### src/rtl/tmds_video_sequencer_if.sv
// Pixel stream between the upstream char renderer and the video sequencer.
//   pix_valid : upstream has a pixel available
//   pix_data  : {R[23:16], G[15:8], B[7:0]}
//   pix_ready : sequencer consumes the pixel this cycle (combinational)
// master = pixel source (renderer), slave = sequencer.
interface tmds_video_sequencer_if;
    logic        pix_valid;
    logic [23:0] pix_data;
    logic        pix_ready;

    modport master (output pix_valid, output pix_data, input pix_ready);
    modport slave  (input pix_valid, input pix_data, output pix_ready);
endinterface

### src/rtl/tmds_video_sequencer.sv
// Video timing/sequencing controller for the DVI output path.
// Scans an h/v raster, pulls pixels over the slave pixel stream while the raster
// is in the visible area, and drives registered data_en, hsync/vsync and RGB to
// the three TMDS encoders. Start/stop only take effect at frame boundaries.
// Ports:
//   i_clk, i_rst_n         pixel clock, async active-low reset
//   i_enable               run request (stop honoured at end of frame)
//   pix                    pixel stream (slave modport)
//   o_data_en              video data enable for all encoders
//   o_ctrl_0 / o_ctrl_1    hsync / vsync to the blue encoder
//   o_red/o_green/o_blue   8-bit colour to the encoders
//   o_frame_start          pulse aligned with the first output pixel of a frame
//   o_underflow            sticky flag: a visible pixel was not available
//   i_underflow_clr        clears o_underflow (a new underflow wins)
module tmds_video_sequencer #(
    parameter int unsigned H_ACTIVE = 640,
    parameter int unsigned H_FP     = 16,
    parameter int unsigned H_SYNC   = 96,
    parameter int unsigned H_BP     = 48,
    parameter int unsigned V_ACTIVE = 480,
    parameter int unsigned V_FP     = 10,
    parameter int unsigned V_SYNC   = 2,
    parameter int unsigned V_BP     = 33,
    parameter bit          SYNC_POL = 1'b0,
    parameter int unsigned CW       = 12
) (
    input  logic                         i_clk,
    input  logic                         i_rst_n,
    input  logic                         i_enable,
    tmds_video_sequencer_if.slave        pix,
    output logic                         o_data_en,
    output logic                         o_ctrl_0,
    output logic                         o_ctrl_1,
    output logic [7:0]                   o_red,
    output logic [7:0]                   o_green,
    output logic [7:0]                   o_blue,
    output logic                         o_frame_start,
    output logic                         o_underflow,
    input  logic                         i_underflow_clr
);

    localparam int unsigned H_TOTAL = H_ACTIVE + H_FP + H_SYNC + H_BP;
    localparam int unsigned V_TOTAL = V_ACTIVE + V_FP + V_SYNC + V_BP;

    localparam logic [CW-1:0] H_LAST   = CW'(H_TOTAL - 1);
    localparam logic [CW-1:0] V_LAST   = CW'(V_TOTAL - 1);
    localparam logic [CW-1:0] H_ACT    = CW'(H_ACTIVE);
    localparam logic [CW-1:0] V_ACT    = CW'(V_ACTIVE);
    localparam logic [CW-1:0] HS_BEG   = CW'(H_ACTIVE + H_FP);
    localparam logic [CW-1:0] HS_END   = CW'(H_ACTIVE + H_FP + H_SYNC);
    localparam logic [CW-1:0] VS_BEG   = CW'(V_ACTIVE + V_FP);
    localparam logic [CW-1:0] VS_END   = CW'(V_ACTIVE + V_FP + V_SYNC);

    typedef enum logic [1:0] {
        ST_IDLE  = 2'd0,
        ST_RUN   = 2'd1,
        ST_DRAIN = 2'd2
    } state_e;

    state_e        state_q, state_d;
    logic [CW-1:0] h_q, h_d;
    logic [CW-1:0] v_q, v_d;

    logic          data_en_q, data_en_d;
    logic          ctrl_0_q, ctrl_0_d;
    logic          ctrl_1_q, ctrl_1_d;
    logic [23:0]   rgb_q, rgb_d;
    logic          frame_start_q, frame_start_d;
    logic          underflow_q, underflow_d;

    logic          running_c;
    logic          frame_end_c;
    logic          active_c;

    assign running_c   = (state_q != ST_IDLE);
    assign frame_end_c = (h_q == H_LAST) && (v_q == V_LAST);
    assign active_c    = running_c && (h_q < H_ACT) && (v_q < V_ACT);

    assign pix.pix_ready = active_c;

    // State register
    always_ff @(posedge i_clk or negedge i_rst_n) begin
        if (!i_rst_n) begin
            state_q <= ST_IDLE;
        end else begin
            state_q <= state_d;
        end
    end

    // Next state and raster position; IDLE pins the counters at (0,0)
    always_comb begin
        state_d = state_q;
        h_d     = h_q;
        v_d     = v_q;

        case (state_q)
            ST_IDLE:  if (i_enable) state_d = ST_RUN;
            ST_RUN:   if (!i_enable) state_d = ST_DRAIN;
            ST_DRAIN: begin
                if (i_enable)         state_d = ST_RUN;
                else if (frame_end_c) state_d = ST_IDLE;
            end
            default:  state_d = ST_IDLE;
        endcase

        if (running_c) begin
            if (h_q == H_LAST) begin
                h_d = '0;
                v_d = (v_q == V_LAST) ? '0 : v_q + CW'(1);
            end else begin
                h_d = h_q + CW'(1);
            end
        end else begin
            h_d = '0;
            v_d = '0;
        end
    end

    // Next values of the registered video outputs
    always_comb begin
        data_en_d     = active_c;
        rgb_d         = (active_c && pix.pix_valid) ? pix.pix_data : 24'h0;
        ctrl_0_d      = (running_c && (h_q >= HS_BEG) && (h_q < HS_END)) ? SYNC_POL : ~SYNC_POL;
        ctrl_1_d      = (running_c && (v_q >= VS_BEG) && (v_q < VS_END)) ? SYNC_POL : ~SYNC_POL;
        frame_start_d = running_c && (h_q == '0) && (v_q == '0);
        underflow_d   = underflow_q;
        if (active_c && !pix.pix_valid) begin
            underflow_d = 1'b1;
        end else if (i_underflow_clr) begin
            underflow_d = 1'b0;
        end
    end

    // Counter and output registers
    always_ff @(posedge i_clk or negedge i_rst_n) begin
        if (!i_rst_n) begin
            h_q           <= '0;
            v_q           <= '0;
            data_en_q     <= 1'b0;
            ctrl_0_q      <= ~SYNC_POL;
            ctrl_1_q      <= ~SYNC_POL;
            rgb_q         <= 24'h0;
            frame_start_q <= 1'b0;
            underflow_q   <= 1'b0;
        end else begin
            h_q           <= h_d;
            v_q           <= v_d;
            data_en_q     <= data_en_d;
            ctrl_0_q      <= ctrl_0_d;
            ctrl_1_q      <= ctrl_1_d;
            rgb_q         <= rgb_d;
            frame_start_q <= frame_start_d;
            underflow_q   <= underflow_d;
        end
    end

    assign o_data_en     = data_en_q;
    assign o_ctrl_0      = ctrl_0_q;
    assign o_ctrl_1      = ctrl_1_q;
    assign o_red         = rgb_q[23:16];
    assign o_green       = rgb_q[15:8];
    assign o_blue        = rgb_q[7:0];
    assign o_frame_start = frame_start_q;
    assign o_underflow   = underflow_q;

endmodule

### src/flat_wrapper.sv
// flat-port wrapper written by rule: the top's interface ports become plain ports
module tmds_video_sequencer_flat 
#(
    parameter int unsigned H_ACTIVE = 640,
    parameter int unsigned H_FP     = 16,
    parameter int unsigned H_SYNC   = 96,
    parameter int unsigned H_BP     = 48,
    parameter int unsigned V_ACTIVE = 480,
    parameter int unsigned V_FP     = 10,
    parameter int unsigned V_SYNC   = 2,
    parameter int unsigned V_BP     = 33,
    parameter bit          SYNC_POL = 1'b0,
    parameter int unsigned CW       = 12
)
  (i_clk, i_rst_n, i_enable, o_data_en, o_ctrl_0, o_ctrl_1, o_red, o_green, o_blue, o_frame_start, o_underflow, i_underflow_clr, pix_pix_valid, pix_pix_data, pix_pix_ready);
  tmds_video_sequencer_if pix_i ();
  input  logic i_clk;
  input  logic i_rst_n;
  input  logic i_enable;
  output logic o_data_en;
  output logic o_ctrl_0;
  output logic o_ctrl_1;
  output logic [7:0] o_red;
  output logic [7:0] o_green;
  output logic [7:0] o_blue;
  output logic o_frame_start;
  output logic o_underflow;
  input  logic i_underflow_clr;
  input wire logic [$bits(pix_i.pix_valid)-1:0] pix_pix_valid;
  input wire logic [$bits(pix_i.pix_data)-1:0] pix_pix_data;
  output wire logic [$bits(pix_i.pix_ready)-1:0] pix_pix_ready;
  assign pix_i.pix_valid = pix_pix_valid;
  assign pix_i.pix_data = pix_pix_data;
  assign pix_pix_ready = pix_i.pix_ready;
  tmds_video_sequencer #(.H_ACTIVE(H_ACTIVE), .H_FP(H_FP), .H_SYNC(H_SYNC), .H_BP(H_BP), .V_ACTIVE(V_ACTIVE), .V_FP(V_FP), .V_SYNC(V_SYNC), .V_BP(V_BP), .SYNC_POL(SYNC_POL), .CW(CW)) u_core (.i_clk(i_clk), .i_rst_n(i_rst_n), .i_enable(i_enable), .pix(pix_i), .o_data_en(o_data_en), .o_ctrl_0(o_ctrl_0), .o_ctrl_1(o_ctrl_1), .o_red(o_red), .o_green(o_green), .o_blue(o_blue), .o_frame_start(o_frame_start), .o_underflow(o_underflow), .i_underflow_clr(i_underflow_clr));
endmodule
### config.mk
export PLATFORM = sky130hd
export DESIGN_NAME = tmds_video_sequencer_flat
export DESIGN_NICKNAME = d
export VERILOG_FILES = /design/src/rtl/tmds_video_sequencer_if.sv /design/src/rtl/tmds_video_sequencer.sv /design/src/flat_wrapper.sv
export SDC_FILE = /design/constraint.sdc
export NUM_CORES = 1
export LEC_CHECK = 0
export ABC_CLOCK_PERIOD_IN_PS = 3700
export CAP_MARGIN = 20
export CORE_AREA = 2 2 85 108
export DETAILED_ROUTE_END_ITERATION = 6
export DIE_AREA = 0 0 87 110
export PLACE_DENSITY = 0.64
export SLEW_MARGIN = 5
export SYNTH_ARGS = -nofsm -noshare
export SYNTH_HDL_FRONTEND = slang
export SYNTH_SLANG_ARGS = --single-unit
### constraint.sdc
create_clock -name i_clk -period 3.7 [get_ports i_clk]
set_clock_uncertainty 0.1 [all_clocks]
set_input_delay 0.37 -clock i_clk [delete_from_list [all_inputs] [get_ports i_clk]]
set_output_delay 0.37 -clock i_clk [all_outputs]
set_load 0.02 [all_outputs]
==> Word-level counts from Yosys, hierarchy flattened <==
Index checks and enable logic that the tools add are counted.
{ "op_classes": {"add_sub_neg": 2, "magnitude_cmp": 6, "eq_ne": 8, "muxes": 15, "reduce_logical": 18} }
{ "ops": {"columns": ["op", "count"], "rows": [
  ["$mux 12", 5],
  ["$add 12x1->12 const B", 2],
  ["$eq 12x10->1 const B", 2],
  ["$logic_not 12->1", 2],
  ["$lt 12x10->1 const B", 2],
  ["$lt 12x9->1 const B", 2],
  ["$mux 24", 1],
  ["$ge 12x10->1 const B", 1],
  ["$ge 12x9->1 const B", 1],
  ["$logic_and 1x1->1", 11],
  ["$mux 2", 4],
  ["$ne 2x2->1 const B", 3],
  ["$pmux 2 s3", 1],
  ["$mux 1", 4],
  ["$reduce_bool 2->1", 2],
  ["$ne 3x2->1 const B", 1],
  ["$reduce_and 3->1", 1],
  ["$eq 2x1->1 const B", 1],
  ["$eq 2x2->1 const B", 1],
  ["$logic_not 2->1", 1],
  ["$logic_not 1->1", 1]
]} }
{ "word_totals": {"register_bits": 55, "out_inout_bits": 30, "word_cells": 58} }

==> Longest topological paths before layout <==
{ "logic_depth": {"depth_word": 5, "mapped_depth": 7} }

==> Worst setup path after synthesis <==
Ideal clock, no wire load.
{ "synth_timing": {"path_kind": "register to register", "start": "reg u_core.v_q[0]", "end": "reg u_core.v_q[9]", "setup_ns": 0.130, "arrival_time_ns": 2.009, "path_slack_ns": 1.460, "path_stages_with_launch": 8, "period_less_slack_ns": 2.240, "cell_sequence": "dfrtp_1 -> inv_1 -> ha_1 -> or4b_4 -> or4_4 -> buf_6 -> a32oi_2 -> o41ai_2"} }
{ "synth_via": {"elab_chain_len": 4, "elab_cells_between_ends": 5, "cone_classes": "add/sub: 1; eq/ne: 1; mux: 3"} }
{ "synth_lines": {"columns": ["item", "line", "rtl"], "rows": [
  ["start, declared", "tmds_video_sequencer.sv:62", "logic [CW-1:0] v_q, v_d;"],
  ["start signal, assigned", "tmds_video_sequencer.sv:147", "v_q <= v_d;"],
  ["$add 12x1->12 or $eq 12x10->1 (tied branches)", "tmds_video_sequencer.sv:109", "v_d = (v_q == V_LAST) ? '0 : v_q + CW'(1);"],
  ["$mux 12 *", "tmds_video_sequencer.sv:109", null],
  ["$mux 12 *", "tmds_video_sequencer.sv:107", "if (h_q == H_LAST) begin"],
  ["$mux 12 *", "tmds_video_sequencer.sv:106", "if (running_c) begin"]
]} }
Every way passes the cells marked *; elsewhere a longest branch is shown, timed or not. The select of a mux whose other input is x is not followed.
A chain may end at the register's enable or synchronous reset.

==> Final worst setup path <==
{ "layout_timing": {"start": "reg u_core.v_q[7]", "end": "out pix_pix_ready"} }
{ "layout_via": {"elab_chain_len": 2} }
{ "layout_lines": {"columns": ["item", "line", "rtl"], "rows": [
  ["$lt 12x9->1", "tmds_video_sequencer.sv:77", "assign active_c = running_c && (h_q < H_ACT) && (v_q < V_ACT);"],
  ["$logic_and 1x1->1", "tmds_video_sequencer.sv:77", null],
  ["end, declared", "flat_wrapper.sv:31", "output wire logic [$bits(pix_i.pix_ready)-1:0] pix_pix_ready;"]
]} }
Every way passes these cells.

==> impl_metrics.yaml <==
outcome:
  status: "finished, final reports clean"
clock_tree:
  clkSinkCount: 55
  post_cts_buffers: 0
  h-tree-depth: 2
  clock_path_buffers: 2
  clk_latency_ps: 300
  numCtsBuffers: 5
  clk_pin_slew_ps: 90
  post_cts_resized: 0
  cts_root_buf: "clkbuf_8"
  cts_hold_buf: 1
  cts_tree: "yes"
timing:
  finalSetupViolations: 0
  fmax_ghz: 0.361
  fin_setup_tns_ps: 0
  finalHoldViolations: 0
  max_slew.worst_pin.slew_ps: 811
  finalCritPeriodShare_pct: 74.8
  slew_headroom_pct: 45.7
  timing.final.crit_period_ps: 2770
  drv_slew: 0
  rsz0062_at_grt: "no"
  layout_setup_ws_ps: 932
logic_synthesis:
  ys_top_cells_by_count: "53 x dfrtp_1, 25 x and2_1, 12 x nand3_1, 12 x nor2_1, 11 x nand2_1"
  synth_top_cell_area_share_pct: 53.1
  syn_area_sq_um: 2500
  yosys.area.top_type: "dfrtp_1"
  synthAdderAreaFrac_pct: 2.00
  synth_most_common_cell: "dfrtp_1"
  ys_seq_elements: 55
  ys_seq_area_share_pct: 55.2
  synthTopCellsByArea: "dfrtp_1 53%, and2_1 6.3%, nand3_1 2.4%"
  async_flop_share_pct: 100
  syn_nets: 258
  yosys_warnings: 0
  synth_edf_count: 0
  synth_top_family_by_area: "simple AND/OR/NAND/NOR gates"
  synth_ff_type: "dfrtp_1"
  syn_avg_cell_area_sq_um: 11.1
  synth-simple-area-share_pct: 25.3
  synth-xor-area-share_pct: 2.81
  synthMuxAreaShare_pct: 0.802
  synthCells: 225
  synth_compound_area_share_pct: 9.97
  synth_cell_types: 50
finish:
  area_delta_synth_final_pct: 31.0
  diodes: 0
  stdcell_count: 383
  final_nets: 316
  drive_above_1_share_pct: 9.54
power_and_ir_drop:
  irDropWorstVdd_uv: 217
  p_leak_nw: 1.34
  powerDensity_nw_per_um2: 389
drt:
  routedWlPerCell_um: 13.8
  ant_nets: 0
  vias: 1902
  firstDrtPassIters: 4
  first_iter_violations: 50
  routed_wl_um: 5290
  via_per_inst: 4.97
  drcViolationCount: 0
placed_design:
  globalplace.congestion: 0.832
  port_buffers: 58
  hpwl_um: 3910
  post-place-cells: 375
  dpl_worst_slack_ps: 1220
worst_hold_path:
  min_delay_path_depth: 2
  worstHoldPathType: "reg2reg"
floorplan:
  die_x_um: 87
  fp-row-count: 38
  die_h_um: 110
  die_area_sq_um: 9570
  ios: 59
  core-area_sq_um: 8510
  start_util_pct: 29.3
grt:
  grt_max_degree: 35
  grt_pass1_wl_um: 9050
  grt_pass1_vias: 1958
  grt_usage_pct: 11.8
  antenna_found_initial: 0
  grt_overflow_total: 0
worst_setup_path:
  path_class: "reg2out"
  r2r_cells: 4
  crit_path_end_kind: "primary output"
  cp-start-kind: "flip-flop"
  cp.arrival_ps: 2300
  crit_path_max_fanout: 7
  critPathRequiredTime_ps: 3230
job:
  max_cap_violations: 0
==> area by class of cell <==
class	instances	area (sq um)
Multi-Input combinational cell	150	1030
Clock buffer	6	72.6
Tap cell	100	125
Timing Repair Buffer	61	601
Inverter	10	37.5
Fill cell	822	5240
Sequential cell	55	1380
Clock inverter	1	30.0
==> metal layers <==
metal / GRT usage (%) / wire (um)
met5: 0 / 0
met4: 3.46 / 57
met3: 4.02 / 341
met2: 20.7 / 2750
met1: 13.7 / 2140
==> flip-flops by register name (all words and copies together) (netlist names) <==
register and count:
u_core.h_q 12, u_core.o_ctrl_0 1, u_core.o_data_en 1, u_core.o_ctrl_1 1, u_core.o_underflow 1, u_core.v_q 12, u_core.state_q 2, u_core.o_frame_start 1
u_core.rgb_q 24
==> report_power, final <==
part / total (W) / internal, W / switching [W]
registers: 0.000670 / 0.000640 / 0.0000306
logic: 0.000227 / 0.000114 / 0.000113
clock network: 0.000376 / 0.000199 / 0.000178
total: 0.00127 / 0.000952 / 0.000321
==> layout by cell type (no fill, tap or decap), types with 3 or more instances in the layout <==
cell / count
nor3_1: 4
xnor2_1: 5
o31ai_1: 3
nand3_1: 12
dfrtp_1: 53
clkdlybuf4s50_1: 57
or2_2: 4
nand2_1: 11
o211ai_1: 3
xor2_1: 3
or3_1: 3
nand4b_1: 3
nor2_1: 12
o21ai_0: 6
and2_1: 25
inv_1: 10
ha_1: 4
a31oi_1: 5
nand4_1: 8
nor4_1: 4
a21oi_1: 3
clkbuf_8: 5
==> metrics by stage <==
stage / utilization (%) / hold slack [ps] / total power (W) / cell area, sq um
after CTS: 38.4 / 408 / 0.00130 / 3270
final: 38.4 / 402 / 0.00127 / 3270
after global placement: 37.1 / 280 / 0.000909 / 3160
after global routing: 38.4 / 456 / 0.00134 / 3270
after detailed placement: 37.1 / 280 / 0.000913 / 3160
after floorplan: - / -25.6 / 0.000796 / 2500
==> logic make-up (layout without fill, tap and decap cells) <==
| kind of cell | count (synthesis) | in the layout |
|---|---|---|
| compound gates | 32 | 32 |
| xor+xnor | 8 | 8 |
| fa+ha+maj | 4 | 4 |
| buf+inv | 20 | 78 |
| flops | 55 | 55 |
| mux | 2 | 2 |
| simple gates | 104 | 104 |
==> worst paths after layout <==
kind                            slack (ps)                           start                              to
worst max register to register        1230        u_core.h_q[11]$_DFF_PN0_       u_core.v_q[9]$_DFFE_PN0P_
worst min-delay path                   400  u_core.o_underflow$_DFFE_PN0P_  u_core.o_underflow$_DFFE_PN0P_
worst max-delay path                   930       u_core.v_q[7]$_DFFE_PN0P_                   pix_pix_ready
worst min register to register         400  u_core.o_underflow$_DFFE_PN0P_  u_core.o_underflow$_DFFE_PN0P_
max in group asynchronous             2210                         i_rst_n       u_core.o_ctrl_0$_DFF_PN1_
min in group asynchronous              470                         i_rst_n       u_core.v_q[7]$_DFFE_PN0P_
==> critical path, cell delays in order (launching register included) <==
cell,delay [ps]
dfrtp_1,460
and4_2,300
nand4bb_1,280
nor3_1,270
clkdlybuf4s50_1,690
(Power assumes the default switching activity.)
